===== src/rtl/seg7_scan_decoder.sv =====
// Readback of a multiplexed active-low 7-segment bus. Each scan slot must be
// stable for STABLE_CYC samples before it is decoded into its digit's nibble.
module seg7_scan_decoder #(
    parameter int NDIG       = 8,
    parameter int STABLE_CYC = 4,
    localparam int IW        = $clog2(NDIG),
    localparam int CW        = $clog2(STABLE_CYC + 1)
) (
    input  logic              clk,
    input  logic              rst,
    input  logic [6:0]        seg_n,
    input  logic [NDIG-1:0]   an_n,
    output logic [4*NDIG-1:0] digits,
    output logic [NDIG-1:0]   dig_valid,
    output logic [NDIG-1:0]   dig_err,
    output logic              upd,
    output logic [IW-1:0]     upd_idx
);

    typedef enum logic [1:0] {IDLE, TRACK, LOCKED} state_t;

    localparam logic [CW-1:0] CNT_ONE = CW'(1);
    localparam logic [CW-1:0] CNT_MAX = CW'(STABLE_CYC);

    // Same table as the encoder; a full 7-bit compare keeps 6 and b distinct.
    function automatic logic [4:0] decode(input logic [6:0] s);
        logic [4:0] r;
        case (s)
            7'b0000001: r = {1'b1, 4'h0};
            7'b1001111: r = {1'b1, 4'h1};
            7'b0010010: r = {1'b1, 4'h2};
            7'b0000110: r = {1'b1, 4'h3};
            7'b1001100: r = {1'b1, 4'h4};
            7'b0100100: r = {1'b1, 4'h5};
            7'b0100000: r = {1'b1, 4'h6};
            7'b0001111: r = {1'b1, 4'h7};
            7'b0000000: r = {1'b1, 4'h8};
            7'b0000100: r = {1'b1, 4'h9};
            7'b0001000: r = {1'b1, 4'hA};
            7'b1100000: r = {1'b1, 4'hB};
            7'b0110001: r = {1'b1, 4'hC};
            7'b1000010: r = {1'b1, 4'hD};
            7'b0110000: r = {1'b1, 4'hE};
            7'b0111000: r = {1'b1, 4'hF};
            default:    r = 5'b0;
        endcase
        return r;
    endfunction

    logic [6:0]        s_seg_q, p_seg_q;
    logic [NDIG-1:0]   s_an_q, p_an_q;
    state_t            state_q, state_d;
    logic [CW-1:0]     cnt_q, cnt_d;
    logic [4*NDIG-1:0] digits_q, digits_d;
    logic [NDIG-1:0]   valid_q, valid_d;
    logic [NDIG-1:0]   err_q, err_d;
    logic              upd_q, upd_d;
    logic [IW-1:0]     idx_q, idx_d;

    logic [NDIG-1:0]   sel;
    logic              sel_ok;
    logic              same;
    logic [IW-1:0]     sel_idx;
    logic              accept;
    logic [4:0]        dec;

    // Exactly one anode low: the inverted select is a nonzero power of two.
    assign sel    = ~s_an_q;
    assign sel_ok = (sel != '0) && ((sel & (sel - 1'b1)) == '0);
    assign same   = (s_seg_q == p_seg_q) && (s_an_q == p_an_q);
    assign dec    = decode(s_seg_q);

    always_comb begin
        sel_idx = '0;
        for (int i = 0; i < NDIG; i++) begin
            if (sel[i]) sel_idx = IW'(i);
        end
    end

    always_ff @(posedge clk) begin
        if (rst) begin
            s_seg_q <= 7'h7F;
            s_an_q  <= '1;
            p_seg_q <= 7'h7F;
            p_an_q  <= '1;
        end else begin
            s_seg_q <= seg_n;
            s_an_q  <= an_n;
            p_seg_q <= s_seg_q;
            p_an_q  <= s_an_q;
        end
    end

    always_comb begin
        state_d = state_q;
        cnt_d   = cnt_q;
        accept  = 1'b0;
        case (state_q)
            IDLE: begin
                if (sel_ok) begin
                    state_d = TRACK;
                    cnt_d   = CNT_ONE;
                end
            end
            TRACK: begin
                if (!sel_ok) begin
                    state_d = IDLE;
                    cnt_d   = '0;
                end else if (!same) begin
                    cnt_d = CNT_ONE;
                end else if (cnt_q < CNT_MAX) begin
                    cnt_d = cnt_q + CNT_ONE;
                end
            end
            LOCKED: begin
                if (!sel_ok) begin
                    state_d = IDLE;
                    cnt_d   = '0;
                end else if (!same) begin
                    state_d = TRACK;
                    cnt_d   = CNT_ONE;
                end
            end
            default: begin
                state_d = IDLE;
                cnt_d   = '0;
            end
        endcase
        // Accept on the edge the count reaches its target so the outputs land
        // one edge after the last qualifying sample is captured.
        if (state_d == TRACK && cnt_d == CNT_MAX) begin
            state_d = LOCKED;
            accept  = 1'b1;
        end
    end

    always_comb begin
        digits_d = digits_q;
        valid_d  = valid_q;
        err_d    = err_q;
        upd_d    = 1'b0;
        idx_d    = idx_q;
        if (accept) begin
            upd_d = 1'b1;
            idx_d = sel_idx;
            if (dec[4]) begin
                digits_d[4*sel_idx +: 4] = dec[3:0];
                valid_d[sel_idx]         = 1'b1;
                err_d[sel_idx]           = 1'b0;
            end else if (s_seg_q == 7'h7F) begin
                valid_d[sel_idx] = 1'b0;
                err_d[sel_idx]   = 1'b0;
            end else begin
                valid_d[sel_idx] = 1'b0;
                err_d[sel_idx]   = 1'b1;
            end
        end
    end

    always_ff @(posedge clk) begin
        if (rst) begin
            state_q  <= IDLE;
            cnt_q    <= '0;
            digits_q <= '0;
            valid_q  <= '0;
            err_q    <= '0;
            upd_q    <= 1'b0;
            idx_q    <= '0;
        end else begin
            state_q  <= state_d;
            cnt_q    <= cnt_d;
            digits_q <= digits_d;
            valid_q  <= valid_d;
            err_q    <= err_d;
            upd_q    <= upd_d;
            idx_q    <= idx_d;
        end
    end

    assign digits    = digits_q;
    assign dig_valid = valid_q;
    assign dig_err   = err_q;
    assign upd       = upd_q;
    assign upd_idx   = idx_q;

endmodule


===== config.mk =====
export PLATFORM = sky130hd
export DESIGN_NAME = seg7_scan_decoder
export DESIGN_NICKNAME = d
export VERILOG_FILES = /design/src/rtl/seg7_scan_decoder.sv
export SDC_FILE = /design/constraint.sdc
export NUM_CORES = 1
export LEC_CHECK = 0
export BUFFER_PORTS_ARGS = -buffer_cell sky130_fd_sc_hd__buf_2
export CORE_MARGIN = 2
export CORE_UTILIZATION = 53
export DETAILED_ROUTE_END_ITERATION = 8
export GPL_TIMING_DRIVEN = 1
export PLACE_DENSITY_LB_ADDON = 0.3
export RECOVER_POWER = 25
export SLEW_MARGIN = 20
export SYNTH_ARGS = -nofsm -noshare
export SYNTH_HDL_FRONTEND = slang
export SYNTH_SLANG_ARGS = --single-unit

===== constraint.sdc =====
create_clock -name clk -period 4 [get_ports clk]
set_input_delay 0.4 -clock clk [delete_from_list [all_inputs] [get_ports clk]]
set_output_delay 0.4 -clock clk [all_outputs]
set_load 0.01 [all_outputs]

# [After elaboration in Yosys (flattened, before gate mapping)]
# Cells that the tools add are included.
[totals] elab_cells=88 mem_bits_ro=0 register_bits=87 memories=0 ramBits=0 output_inout_bits=52 latch_bits=0
[op_classes] add_sub_neg=3 n_bitwise=7 muxes=29 n_reduce_logical=10 n_div=0 n_shift=2 order_cmp=3 n_eq_ne=22 n_mul=0
[op_table] operator="one-hot mux 5 bit (16 select lines)" count=1
[op_table] operator="two-way mux 3 bit" count=12
[op_table] operator="== test 7 x 6 -> 1 bit (second input constant)" count=5
[op_table] operator="== test 7 bit (second input constant)" count=5
[op_table] operator="negation 5 -> 34 bit" count=1
[op_table] operator="variable shift 4 x 34 -> 32 bit (first input constant)" count=1
[op_table] operator="indexed part select 4 x 34 -> 32 bit" count=1
[op_table] operator="bitwise mux 32 bit" count=1
[op_table] operator="AND 8 bit" count=3
[op_table] operator="two-way mux 8 bit" count=3
[op_table] operator="NOT 8 bit" count=2
[op_table] operator="bitwise OR 8 bit" count=2
[op_table] operator="== test 7 x 3 -> 1 bit (second input constant)" count=2
[op_table] operator="== test 7 x 4 -> 1 bit (second input constant)" count=2
[op_table] operator="two-way mux 2 bit" count=5
[op_table] operator="one-hot mux 3 bit (3 select lines)" count=1
[op_table] operator="== test 8 bit" count=1
[op_table] operator="logical NOT 8 bit" count=1
[op_table] operator="nonzero test 8 bit" count=1
[op_table] operator="subtractor 8 x 1 -> 8 bit (second input constant)" count=1
[op_table] operator="== test 7 x 1 -> 1 bit (second input constant)" count=1
[op_table] operator="== test 7 x 5 -> 1 bit (second input constant)" count=1
[op_table] operator="== test 7 bit" count=1
[op_table] operator="logical NOT 7 bit" count=1
[op_table] operator="14 further kinds" count=21

# [Depth between registers and ports, before layout]
[depth] depth_word=16 mapped_depth=12 ltp_nobuf=11

# [Worst setup path before layout]
# OpenSTA, ideal clock, no wires.
[synth_timing] path_kind="reg-to-reg" from="register s_an_q[3]" to="register digits_q[18], in the netlist digits[18]" stages_incl_launch_ff=13 arrival_time_ns=2.956 setup_time_ns=0.122 path_slack_ns=0.922 n_path_buf=2 cell_sequence="dfxtp_1 > clkbuf_1 > inv_1 > o21ai_0 > nand2_1 > a21oi_1 > inv_1 > ha_1 > nor4b_1 > nand3_1 > or4_4 > buf_6 > mux2i_1"
[synth_rtl] element="start: declaration" line_no="51" text="logic [NDIG-1:0] s_an_q, p_an_q;"
[synth_rtl] element="start signal: assignment" line_no="88" text="s_an_q <= an_n;"
[synth_rtl] element="NOT 8 bit (*)" line_no="68" text="assign sel = ~s_an_q;"
[synth_rtl] element="two-way mux 3 bit (*) (5 in a row)" line_no="76" text="if (sel[i]) sel_idx = IW'(i);"
[synth_rtl] element="via sel_idx[0]" line_no="63" text="logic [IW-1:0] sel_idx;"
[synth_rtl] element="negation 5 -> 34 bit (*)" line_no="147" text="digits_d[4*sel_idx +: 4] = dec[3:0];"
[synth_rtl] element="indexed part select 4 x 34 -> 32 bit or variable shift 4 x 34 -> 32 bit (tied branches)" line_no="147"
[synth_rtl] element="bitwise mux 32 bit (*)" line_no="147"
[synth_rtl] element="end signal: assignment" line_no="172" text="digits_q <= digits_d;"
[synth_rtl] element="end: declaration" line_no="54" text="logic [4*NDIG-1:0] digits_q, digits_d;"
# Mark *: on every way through the listed nets, which the timed path passes. The rest lies on a longest branch.
# A chain may end at the register's enable or synchronous reset.

# [Worst setup path after layout]
[layout_timing] from="register s_an_q[3]" to="register digits_q[17], in the netlist digits[17]"
# Same word-level chain as after synthesis.

==> flow_metrics.env <==
export IMPL_outcome="finished, violations left"
export IMPL_violations="capacitance limit, slew limit"
export IMPL_cts_tree="yes"
export IMPL_fin_crit_sh_pct=77.7
export IMPL_dr_first_iter_drc_count=272
export IMPL_yosysSeqAreaShare_pct=41.1
export IMPL_syn_avg_cell_area_um2=9.16
export IMPL_worstReg2RegStart="s_an_q[3]$_SDFF_PP1_"
export IMPL_ctsResizeCount=0
export IMPL_cp_slowest_stage_delay_ps=490
export IMPL_post_cts_setup_buffer_count=0
export IMPL_worst_path_max_delay_cell="or4_4"
export IMPL_synth_area_mm2=0.00423
export IMPL_p_per_area_mw_per_mm2=356
export IMPL_peakVddDrop_uv=217
export IMPL_synth_edf_count=0
export IMPL_cts_num_sinks=87
export IMPL_crit_path_frequent_cell="inv_1"
export IMPL_cp_max_fo=9
export IMPL_grt_antenna_before_repair=0
export IMPL_diodes=0
export IMPL_die_area_mm2=0.00872
export IMPL_routabilityCongestion=0.865
export IMPL_reg2regPathDepth=11
export IMPL_netlist_top_cells_area="dfxtp_1 (41%), mux2i_1 (9.7%), nand2_1 (4.6%)"
export IMPL_critical_path_class="flop to flop"
export IMPL_synthToLayoutAreaGrowth_pct=12.8
export IMPL_synth_nets=484
export IMPL_arrival_ps=3350
export IMPL_critPathLaunch="s_an_q[3]$_SDFF_PP1_"
export IMPL_routedWlPerCell_um=15.2
export IMPL_synth_cells=462
export IMPL_fin_area_mm2=0.00477
export IMPL_yosysMostFrequentCell="dfxtp_1"
export IMPL_startpoint_type="flop"
export IMPL_r2r_end="digits[17]$_SDFFE_PP0P_"
export IMPL_clk_pin_slew_worst_paths_ps=90
export IMPL_nNetsFinal=533
export IMPL_drc=0
export IMPL_endpoint_kind="flop"
export IMPL_relSlewSlack_pct=-38.5
export IMPL_synth_cell_type_count=60
export IMPL_grt_pass1_vias=3178
export IMPL_first_pass_iters=5
export IMPL_hpwlAfterDp_um=6620
export IMPL_initial_core_util_pct=54.8
export IMPL_vias_per_cell=5.71
export IMPL_total_power_w=0.00170
export IMPL_power_leakage_nw=2.03
export IMPL_netlist_area_leader_share_pct=41.1
export IMPL_tightest_slew_ps=2080
export IMPL_cts_buffers=9
export IMPL_min_delay_path_class="input port to flop"
export IMPL_detail_route_antenna_nets=0
export IMPL_slew_viol_final=60
export IMPL_ios=69
export IMPL_overflow=0
export IMPL_async_reset_ff_share_pct=0
export IMPL_critPathCapture="digits[17]$_SDFFE_PP0P_"
export IMPL_root_buffer="clkbuf_8"
export IMPL_clock_fmax_mhz=322
export IMPL_fp_coreArea_mm2=0.00773
export IMPL_totalWireLength_um=9390
export IMPL_timing_final_ws_setup_ps=892
export IMPL_ys_warnings_count=0
export IMPL_skew_ps=14.0
export IMPL_drive_above_1_share_pct=25.2
export IMPL_place_area_mm2=0.00458
export IMPL_synth_commonest_cells="dfxtp_1 (87), nand2_1 (52), mux2i_1 (41), or2_2 (31), clkbuf_1 (24)"
export IMPL_placementRows=32
export IMPL_rrSetupSlack_ps=890
export IMPL_die_x_um=93.4
export IMPL_clock_latency_ps=360
export IMPL_setup_viol=0
export IMPL_critPathRequiredTime_ps=4240
export IMPL_die_y_um=93.4
export IMPL_port_buffers=68
export IMPL_grt_max_degree=60
export IMPL_h_tree_depth=3
export IMPL_finalHoldViolCount=0
export IMPL_min_period_ps=3110
export IMPL_maxCapViolations=1
export IMPL_cts_hold_buf=0
export IMPL_grt_pass1_wl_um=15200
export IMPL_fin_tns_setup_ps=0
export IMPL_synth_main_ff_cell="dfxtp_1"
export IMPL_rsz0062_at_grt="false"
export IMPL_vias=3526
export IMPL_synth_top_area_cell="dfxtp_1"
export IMPL_worstPathCellList="inv_1, o21ai_0, nand2_1, a21oi_1, buf_4, inv_1, ha_1, nor4b_1, nand3_1, or4_4, mux2i_1"
export IMPL_pre_cts_ws_ps=984
export IMPL_synth_seq_cells=87
export IMPL_clock_path_buffers=2
export IMPL_grt_usage_pct=22.0
export IMPL_fillers=694
-- logic make-up (layout without fill, tap and decap cells) --
logic type | Yosys count | in the layout | synth area share [%]
adder cells (fa/ha/maj) | 5 | 5 | 1.48
XOR/XNOR | 19 | 19 | 3.93
AND/OR/NAND/NOR | 196 | 196 | 27.8
multiplexers | 42 | 42 | 9.96
flip-flops | 87 | 87 | 41.1
AO/OA/AOI/OAI | 61 | 61 | 10.3
buffers and inverters | 52 | 106 | 5.41
-- layout make-up --
class                      count  area, um2  area share [%]
clock buffer                  11        141            2.96
sequential                    87       1740            36.5
tap                          102        128            2.67
clock inverter                 5       56.3            1.18
inverter                      16       60.1            1.26
multi-input combinational    323       2270            47.5
timing repair buffer          74        378            7.92
-- layer usage --
layer	share of wire (%)	global-route usage [%]	routed length [um]
met5	0	0	0
met4	1.6	8.21	148
met3	5.9	3.71	551
met2	48	36.7	4500
met1	45	28.6	4180
-- worst max-delay path: cells and delay by family (launching register included) --
| kind | cells | cell delay (ps) |
|---|---|---|
| mux | 1 | 150 |
| compound gates | 2 | 470 |
| buf+inv | 3 | 360 |
| flops | 1 | 470 |
| fa+ha+maj | 1 | 410 |
| simple gates | 4 | 1140 |
-- cell usage in the layout, fill, tap and decap left out, types with 3 or more instances in the layout --
cell type / count
a211oi_1: 7
a21boi_0: 3
a21oi_1: 11
a221oi_1: 3
a31o_2: 3
a31oi_1: 5
and2_1: 4
and3_1: 3
and4_1: 3
buf_2: 62
buf_4: 6
clkbuf_1: 7
clkbuf_8: 10
dfxtp_1: 87
ha_1: 5
inv_1: 16
mux2i_1: 41
nand2_1: 52
nand2b_1: 20
nand3_1: 11
nand3b_1: 5
nand4_1: 19
nand4b_1: 3
nor2_1: 10
nor3_1: 5
nor3b_1: 3
nor4_1: 3
nor4b_1: 4
o211ai_1: 6
o21ai_0: 7
or2_2: 31
or4_1: 4
xnor2_1: 12
xor2_1: 7
-- where the power goes --
group | total (W) | switching, W | internal (W)
sequential | 0.000911 | 0.0000293 | 0.000882
clock | 0.000618 | 0.000312 | 0.000306
combinational | 0.000172 | 0.000101 | 0.0000706
-- worst min-delay path by stage --
stage                                  from                 endpoint  slack [ps]  cells past startpoint
floorplan           digits[24]$_SDFFE_PP0P_  digits[24]$_SDFFE_PP0P_         480                      2
detailed placement  digits[11]$_SDFFE_PP0P_  digits[11]$_SDFFE_PP0P_         450                      2
global route                        an_n[4]     s_an_q[4]$_SDFF_PP1_         220                      2
finish                              an_n[4]     s_an_q[4]$_SDFF_PP1_         210                      2
CTS                                 an_n[4]     s_an_q[4]$_SDFF_PP1_         210                      2
global placement    digits[20]$_SDFFE_PP0P_  digits[20]$_SDFFE_PP0P_         440                      2
-- stage by stage --
step | hold slack [ps] | cells | util, %
after global routing | 218 | 618 | 61.8
after global placement | 444 | 602 | 59.3
after floorplan | 479 | 462 | -
after detailed placement | 451 | 602 | 59.3
after CTS | 207 | 618 | 61.9
final | 213 | 618 | 61.8
Note: power is estimated with default switching activity, not from simulation.
